File: config.mk
export PLATFORM = sky130hd
export DESIGN_NAME = sevenseg_scan_driver
export DESIGN_NICKNAME = d
export VERILOG_FILES = /design/src/rtl/sevenseg_pkg.sv /design/src/rtl/sevenseg_decoder.sv /design/src/rtl/sevenseg_scan_driver.sv
export SDC_FILE = /design/constraint.sdc
export NUM_CORES = 1
export LEC_CHECK = 0
export ABC_AREA = 1
export CORE_AREA = 2 2 124 96
export CTS_BUF_LIST = sky130_fd_sc_hd__clkbuf_8
export CTS_CLUSTER_DIAMETER = 50
export DETAILED_ROUTE_END_ITERATION = 10
export DIE_AREA = 0 0 126 98
export PLACE_DENSITY = 0.81
export SLEW_MARGIN = 20
export SYNTH_ARGS = -nofsm -noshare
export SYNTH_HDL_FRONTEND = slang
export SYNTH_SLANG_ARGS = --single-unit
File: constraint.sdc
create_clock -name clk -period 5.3 [get_ports clk]
set_clock_uncertainty 0.2 [all_clocks]
set_input_delay 0.53 -clock clk [delete_from_list [all_inputs] [get_ports clk]]
set_output_delay 0.53 -clock clk [all_outputs]
set_load 0.02 [all_outputs]
File: src/rtl/sevenseg_pkg.sv
// Shared seven-segment types, constants and the hex decode table.
package sevenseg_pkg;

  // Segment vector in {G,F,E,D,C,B,A} order, active-low.
  typedef logic [6:0] seg_t;

  localparam seg_t SEG_BLANK = 7'h7F;

  // Hex nibble to active-low segment pattern (lower-case b and d).
  function automatic seg_t hex_to_seg(input logic [3:0] nibble);
    seg_t seg;
    seg = SEG_BLANK;
    case (nibble)
      4'h0: seg = 7'h40;
      4'h1: seg = 7'h79;
      4'h2: seg = 7'h24;
      4'h3: seg = 7'h30;
      4'h4: seg = 7'h19;
      4'h5: seg = 7'h12;
      4'h6: seg = 7'h02;
      4'h7: seg = 7'h78;
      4'h8: seg = 7'h00;
      4'h9: seg = 7'h10;
      4'hA: seg = 7'h08;
      4'hB: seg = 7'h03;
      4'hC: seg = 7'h46;
      4'hD: seg = 7'h21;
      4'hE: seg = 7'h06;
      4'hF: seg = 7'h0E;
    endcase
    return seg;
  endfunction

endpackage

File: src/rtl/sevenseg_decoder.sv
// Combinational nibble-to-segment decoder, shareable by other display blocks.
module sevenseg_decoder
  import sevenseg_pkg::*;
(
  input  logic [3:0] nibble,
  output seg_t       seg
);

  assign seg = hex_to_seg(nibble);

endmodule

File: src/rtl/sevenseg_scan_driver.sv
// Time-multiplexed common-anode seven-segment driver with frame-synchronous
// value update, PWM brightness and optional leading-zero suppression.
module sevenseg_scan_driver
  import sevenseg_pkg::*;
#(
  parameter int unsigned NUM_DIGITS  = 8,
  parameter int unsigned REFRESH_DIV = 100000,
  parameter int unsigned DUTY_W      = 4
) (
  input  logic                    clk,
  input  logic                    rst_n,
  input  logic                    load_i,
  input  logic [4*NUM_DIGITS-1:0] value_i,
  input  logic [NUM_DIGITS-1:0]   dp_i,
  input  logic [NUM_DIGITS-1:0]   blank_i,
  input  logic                    lz_blank_i,
  input  logic [DUTY_W-1:0]       brightness_i,
  output seg_t                    seg_o,
  output logic                    dp_o,
  output logic [NUM_DIGITS-1:0]   an_o,
  output logic                    frame_o
);

  localparam int unsigned SLOT_W = $clog2(REFRESH_DIV);
  localparam int unsigned IDX_W  = $clog2(NUM_DIGITS);
  localparam logic [SLOT_W-1:0] SLOT_LAST = SLOT_W'(REFRESH_DIV - 1);
  localparam logic [IDX_W-1:0]  IDX_LAST  = IDX_W'(NUM_DIGITS - 1);

  logic [4*NUM_DIGITS-1:0] shadow_value_q, disp_value_q;
  logic [NUM_DIGITS-1:0]   shadow_dp_q, disp_dp_q;
  logic [NUM_DIGITS-1:0]   shadow_blank_q, disp_blank_q;

  logic [SLOT_W-1:0] slot_q, slot_d;
  logic [IDX_W-1:0]  idx_q, idx_d;
  logic [DUTY_W-1:0] pwm_q;
  logic              slot_wrap, frame_bnd;

  logic [NUM_DIGITS-1:0] lz_sup;
  logic                  lz_run;
  logic [3:0]            cur_nibble;
  logic                  cur_dp, cur_blank, cur_sup;
  seg_t                  cur_seg;
  logic                  pwm_en, lit;

  seg_t                  seg_d;
  logic                  dp_d, frame_d;
  logic [NUM_DIGITS-1:0] an_d;

  // Shadow captures loads; display copies shadow only at frame boundaries.
  // Reset clears both, so the first cycle after release needs no extra copy.
  always_ff @(posedge clk or negedge rst_n) begin
    if (!rst_n) begin
      shadow_value_q <= '0;
      shadow_dp_q    <= '0;
      shadow_blank_q <= '0;
      disp_value_q   <= '0;
      disp_dp_q      <= '0;
      disp_blank_q   <= '0;
    end else begin
      if (load_i) begin
        shadow_value_q <= value_i;
        shadow_dp_q    <= dp_i;
        shadow_blank_q <= blank_i;
      end
      if (frame_bnd) begin
        disp_value_q <= shadow_value_q;
        disp_dp_q    <= shadow_dp_q;
        disp_blank_q <= shadow_blank_q;
      end
    end
  end

  // Slot counter, digit index and free-running PWM counter.
  always_ff @(posedge clk or negedge rst_n) begin
    if (!rst_n) begin
      slot_q <= '0;
      idx_q  <= '0;
      pwm_q  <= '0;
    end else begin
      slot_q <= slot_d;
      idx_q  <= idx_d;
      pwm_q  <= pwm_q + 1'b1;
    end
  end

  // Next slot/digit and frame boundary detection.
  always_comb begin
    slot_wrap = (slot_q == SLOT_LAST);
    frame_bnd = slot_wrap && (idx_q == IDX_LAST);
    slot_d    = slot_q + 1'b1;
    idx_d     = idx_q;
    if (slot_wrap) begin
      slot_d = '0;
      idx_d  = (idx_q == IDX_LAST) ? '0 : idx_q + 1'b1;
    end
  end

  // Leading-zero mask: walk down from the top digit while nibble and dp are clear.
  always_comb begin
    lz_sup = '0;
    lz_run = lz_blank_i;
    for (int k = int'(NUM_DIGITS) - 1; k >= 1; k--) begin
      lz_run    = lz_run && (disp_value_q[4*k +: 4] == 4'h0) && !disp_dp_q[k];
      lz_sup[k] = lz_run;
    end
  end

  // Select the current digit's display fields.
  always_comb begin
    cur_nibble = 4'h0;
    cur_dp     = 1'b0;
    cur_blank  = 1'b0;
    cur_sup    = 1'b0;
    for (int k = 0; k < int'(NUM_DIGITS); k++) begin
      if (IDX_W'(k) == idx_q) begin
        cur_nibble = disp_value_q[4*k +: 4];
        cur_dp     = disp_dp_q[k];
        cur_blank  = disp_blank_q[k];
        cur_sup    = lz_sup[k];
      end
    end
  end

  sevenseg_decoder u_decoder (
    .nibble (cur_nibble),
    .seg    (cur_seg)
  );

  // Output next-state: dark by default, lit digit drives its anode and segments.
  always_comb begin
    pwm_en  = (brightness_i == {DUTY_W{1'b1}}) || (pwm_q < brightness_i);
    lit     = pwm_en && !cur_blank && !cur_sup;
    seg_d   = SEG_BLANK;
    dp_d    = 1'b1;
    an_d    = '1;
    frame_d = (slot_q == '0) && (idx_q == '0);
    if (lit) begin
      seg_d = cur_seg;
      dp_d  = ~cur_dp;
      // Last cycle of a slot keeps anodes off to avoid ghosting into the next digit.
      an_d  = slot_wrap ? '1 : ~(NUM_DIGITS'(1) << idx_q);
    end
  end

  // Registered outputs.
  always_ff @(posedge clk or negedge rst_n) begin
    if (!rst_n) begin
      seg_o   <= SEG_BLANK;
      dp_o    <= 1'b1;
      an_o    <= '1;
      frame_o <= 1'b0;
    end else begin
      seg_o   <= seg_d;
      dp_o    <= dp_d;
      an_o    <= an_d;
      frame_o <= frame_d;
    end
  end

endmodule

Yosys cells after proc, flatten, opt, wreduce, memory -nomap -nowiden --
Memory sizes are Yosys's and may differ from the RTL's. Index checks and enable logic that the tools add are counted.
Cells by class: magnitude comparators 1, shift-type cells 1, $add $sub $neg 3, bitwise operators 2, mux-type cells 37, equality and inequality tests 10, reductions and logical operators 37
Operators by type and width (count):
- 4-bit 2-to-1 mux | 8
- 4-bit zero test | 7
- 1-bit 2-to-1 mux | 24
- 1-bit logical AND | 18
- 17-bit by 1-bit adder with 17-bit output (second input constant) | 1
- 17-bit equality test (second input constant) | 1
- 17-bit zero test | 1
- 17-bit 2-to-1 mux | 1
- 8-bit 2-to-1 mux | 2
- 3-bit equality test (first input constant) | 4
- 1-bit zero test | 9
- 8-bit inverter | 1
- 1-bit by 3-bit << shifter with 8-bit output (first input constant) | 1
- 7-bit 2-to-1 mux | 1
- 2-bit by 3-bit equality test with 1-bit output (first input constant) | 2
- 4-bit by 1-bit adder with 4-bit output (second input constant) | 1
- 4-bit equality test (second input constant) | 1
- 4-bit < comparator | 1
- 3-bit by 1-bit adder with 3-bit output (second input constant) | 1
- 1-bit by 3-bit equality test with 1-bit output (first input constant) | 1
- 3-bit equality test (second input constant) | 1
- 3-bit zero test | 1
- 3-bit 2-to-1 mux | 1
- 1-bit logical OR | 1
- 1-bit inverter | 1
Word-level totals: word-level logic and storage cells 105, input port bits 56, ROM bits 112, output and inout bits 17, register bits 137, memories kept 1
Memory list:
- (no name shown) | words 16, width 7, read ports 1, clocked after memory_dff 0, wr ports 0, line sevenseg_pkg.sv:13 | case (nibble)

Logic depth before layout (Yosys ltp) --
depth after elaboration 25, gate-level depth with buffers 21, mapped depth without buffers 20

Modules after synthesis --
A second synthesis with hierarchy kept.
Second synthesis, totals: cells, all modules 836, area, all modules 6705.2 um2
Modules (own cells, without submodules):
- sevenseg_scan_driver | seq. area each 3448.3 um2, cells each 787, times used 1, area an instance 6431.2 um2
- sevenseg_decoder | seq. area each 0.0 um2, cells each 49, times used 1, area an instance 274.0 um2

Worst setup path after synthesis --
OpenSTA, ideal clock, no wires.
kind register -> register, from register idx_q[0], to register seg_o[0], path buffers 0, clock period less this slack 2.364 ns, arrival 2.086 ns, stages on the path, launching flop included 18, setup time 0.078 ns, data required time 5.022 ns, slack 2.936 ns, cell sequence dfrtp_1 -> ha_1 -> ha_1 -> bufinv_8 -> nand3_1 -> nand2_1 -> nand2_1 -> nand2_1 -> nand2_1 -> nand2_1 -> nand2_1 -> ha_1 -> inv_1 -> nand3_1 -> nand2_1 -> nor2_1 -> nor2_1 -> nand2_2
On the way: word-level cells in the longest chain between the ends 13, elaborated cells on any way between the ends 37, those cells by class 7 x eq/ne; 24 x mux; 5 x reduce/logical; 1 x memory
Ends and longest elaborated chain:
- from (decl) | line sevenseg_scan_driver.sv:34 | logic [IDX_W-1:0] idx_q, idx_d;
- from (signal assigned) | line sevenseg_scan_driver.sv:81 | idx_q <= idx_d;
- parallel branches: the longest is 12 deep, another holds memory 16 x 7 bit
- 7-bit 2-to-1 mux (*) | line sevenseg_scan_driver.sv:137 | if (lit) begin
- net seg_d[0] | line sevenseg_scan_driver.sv:45 | seg_t seg_d;
- to (signal assigned) | line sevenseg_scan_driver.sv:153 | seg_o <= seg_d;
- to (decl) | line sevenseg_scan_driver.sv:18 | output seg_t seg_o,
Mark *: on every way through the listed nets, which the timed path passes. A chain may end at the register's enable or synchronous reset.

Final worst setup path --
from register idx_q[2], to register seg_o[0]
The elaborated chain is that of the path after synthesis.

==> flow_summary.json <==
{
  "p_sw_uw": 482,
  "pwr-share-comb_pct": 5.8,
  "r2r_end": "seg_o[0]",
  "antenna_left": 0,
  "cp_common_cell": "nand2_1",
  "core-area_sq_um": 11200,
  "drc": 0,
  "crit_end": "seg_o[0]",
  "clk_pin_slew_ps": 80,
  "clk_latency_ps": 440,
  "cts_resized": 0,
  "hold_slack_ps": -6.58,
  "clock.fmax_mhz": 338,
  "clockPowerShare_pct": 44.4,
  "crit_chain": "inv_8 -> ha_1 -> bufinv_8 -> nand3_1 -> nand2_1 -> nand2_1 -> nand2_1 -> nand2_1 -> nand2_1 -> nand2_1 -> ha_1 -> inv_1 -> nand3_1 -> nand2_1 -> nor2_1 -> nor2_1 -> nand2_2",
  "cap_violations": 0,
  "mappedNetlistNets": 844,
  "fin_util_pct": 69.3,
  "cts_root_buffer": "clkbuf_8",
  "power_per_cell_area_nw_per_um2": 281,
  "fillCellCount": 888,
  "critPathArrivalTime_ps": 3110,
  "p_int_mw": 1.70,
  "period_share_pct": 55.8,
  "slowest_stage": "dfrtp_1",
  "leakage_nw": 3.85,
  "grt_pass1_wl_mm": 22.9,
  "rows": 34,
  "ys_ff_latch": 137,
  "ff2ff_setup_slack_ps": 2340,
  "slew_headroom_pct": 35.7,
  "drtIter0Drc": 350,
  "end_kind": "register",
  "tightest_slew_ps": 961,
  "startpoint": "idx_q[2]",
  "htree_levels": 4,
  "synth_warnings": 0,
  "dieArea_sq_um": 12300,
  "cp-start-kind": "register",
  "synthCells": 770,
  "area_growth_pct": 18.7,
  "rsz0062_at_grt": "no",
  "ir_drop_v": 0.000192,
  "hold_buffers": 0,
  "r2r_start": "idx_q[2]",
  "path_class": "register to register",
  "dp.final_hpwl_mm": 9.66,
  "critPathBufInv": 3,
  "dieWidth_microns": 126,
  "critPathMaxStageDelay_ps": 730,
  "hold_viol_final": 2,
  "synth-edff-count": 0,
  "cts_setup_buffers": 0,
  "io_pins": 73,
  "antenna_found_initial": 0,
  "grt.total_usage_pct": 22.9,
  "reg2reg_depth": 17,
  "synthArstFlopShare_pct": 100,
  "power_switching_share_pct": 22.1,
  "ys_types": 44,
  "required_ps": 5460,
  "portBuffers": 72,
  "fin_nets": 913,
  "worstSetupPathDepth": 17,
  "finalSetupViolCount": 0,
  "cts.path.max_buffers": 2,
  "grt.overflow.total": 0,
  "gp_congestion": 0.916,
  "grt_start_max_net_pins": 97,
  "cts_tree": "yes",
  "syn_avg_cell_area_sq_um": 8.52,
  "cts_sinks": 137,
  "synth_flop_cell": "dfrtp_1",
  "fin_crit_ps": 2960,
  "timing.setup.tns_ps": 0,
  "min_path_type": "primary input to asynchronous set/reset pin",
  "start_util_pct": 58.4,
  "status": "complete, but fails checks",
  "vias": 5161,
  "slew_violations": 0,
  "cts_buffers": 17,
  "crit_fanout": 9,
  "drt_wl_total_mm": 13.5,
  "antenna_cells": 0,
  "seqPwrFrac_pct": 49.8,
  "detail_route.wl_per_cell_microns": 13.6,
  "grt_pass1_vias": 4957,
  "critPathTopFamily": "simple AND/OR/NAND/NOR gates",
  "die_y_microns": 98,
  "drive_gt1_share_pct": 11.3,
  "drt_pre_antenna_iters": 5,
  "synth_area_sq_um": 6560,
  "ys_seq_area_share_pct": 52.6,
  "violations": "hold timing",
  "via_per_inst": 5.20
}
-- cell usage in the layout, fill, tap and decap left out, types with 2 or more instances in the layout --
| cell type | synthesis | final |
|---|---|---|
| nand2_1 | 196 | 196 |
| dfrtp_1 | 121 | 121 |
| inv_1 | 112 | 112 |
| o21ai_0 | 71 | 71 |
| clkdlybuf4s50_1 | 0 | 70 |
| nand3_1 | 42 | 42 |
| o21ai_1 | 42 | 42 |
| nor2_1 | 34 | 34 |
| ha_1 | 18 | 18 |
| clkbuf_8 | 0 | 18 |
| dfstp_2 | 16 | 16 |
| a21oi_1 | 14 | 14 |
| nand2_2 | 10 | 10 |
| nand3_2 | 8 | 8 |
| nor3_1 | 7 | 7 |
| inv_2 | 6 | 6 |
| nand4_1 | 6 | 6 |
| nor4_1 | 6 | 6 |
| bufinv_16 | 0 | 5 |
| buf_4 | 0 | 5 |
| nor2_2 | 4 | 4 |
| nand2_4 | 4 | 4 |
| xnor2_1 | 3 | 3 |
| nor2_4 | 3 | 3 |
| or2_1 | 2 | 2 |
| o211ai_1 | 2 | 2 |
| clkinvlp_4 | 0 | 2 |
| inv_6 | 0 | 2 |
-- per-layer routing --
metal	up-vias	wire (microns)	track usage [%]
met5	-	0	0
met4	0	202	7.44
met3	23	625	5.59
met2	142	6290	35.6
met1	2428	6360	31.9
li1	2568	-	-
-- worst min-delay path by stage --
stage                    startpoint               to  depth (start not counted)
floorplan                     rst_n  disp_blank_q[0]                          0
global placement           pwm_q[0]         pwm_q[0]                          1
detailed placement  disp_blank_q[5]  disp_blank_q[5]                          2
CTS                           rst_n       slot_q[14]                          1
global route                  rst_n       slot_q[13]                          1
finish                        rst_n       slot_q[15]                          1
-- state kept, by name (all words and copies together) (netlist names), 3 cells and up --
signal	cells
idx_q	3
disp_value_q	32
pwm_q	4
shadow_dp_q	8
seg_o	7
disp_blank_q	8
an_o	8
shadow_value_q	32
disp_dp_q	8
shadow_blank_q	8
slot_q	17
-- power by group through the flow --
stage / registers [mW] / clock network (mW) / logic [mW]
floorplan: 1.11 / 0 / 0.0483
global placement: 1.11 / 0 / 0.124
global route: 1.09 / 1.02 / 0.146
finish: 1.09 / 0.970 / 0.127
detailed placement: 1.11 / 0 / 0.129
CTS: 1.09 / 0.979 / 0.129
-- per-stage QoR --
step / area (sq um) / power, mW / cells / setup slack (ps)
global route: 7790 / 2.26 / 993 / 2080
global placement: 7340 / 1.23 / 964 / 2500
CTS: 7790 / 2.20 / 993 / 2370
finish: 7790 / 2.19 / 993 / 2340
floorplan: 6560 / 1.16 / 770 / 2940
detailed placement: 7340 / 1.24 / 964 / 2390
-- worst register-to-register path: cells and delay by family, from the launching register on --
family        cells  cell delay [ps]
flops             1              730
simple gates     12              920
fa+ha+maj         2              620
buf+inv           3              420
-- synth_stat cells (4+ instances only) --
cell	count	share of area, %
dfstp_2	16	6.4
o21ai_0	71	5.4
nor2_1	34	1.9
nor3_1	7	0.53
nand3_2	8	1.2
nand3_1	42	3.2
ha_1	18	3.4
nand2_1	196	11
dfrtp_1	121	46
nor4_1	6	0.57
nor2_2	4	0.38
nand2_4	4	0.69
inv_2	6	0.34
o21ai_1	42	3.2
nand2_2	10	0.95
clkbuf_1	14	0.80
a21oi_1	14	1.1
buf_2	7	0.53
nand4_1	6	0.57
inv_1	112	6.4
-- logic make-up (layout without fill, tap and decap cells) --
group / count (synthesis) / count (layout) / synth area share [%]
DFF: 137 / 137 / 52.6
and+or+nand+nor: 330 / 330 / 23.4
buffers and inverters: 148 / 227 / 9.48
adders and majority gates: 18 / 18 / 3.43
xor gates and xnor gates: 4 / 4 / 0.534
AOI/OAI and AO/OA: 133 / 133 / 10.5
-- layout make-up --
| cell class | count | area [sq um] | area share [%] |
|---|---|---|---|
| timing repair buffer | 76 | 743 | 9.55 |
| clock inverter | 11 | 196 | 2.52 |
| tap | 144 | 180 | 2.31 |
| multi-input combinational | 485 | 2490 | 32.0 |
| inverter | 122 | 482 | 6.19 |
| clock buffer | 18 | 248 | 3.18 |
| sequential | 137 | 3450 | 44.3 |
No activity file was read; power rests on OpenSTA's default activity.
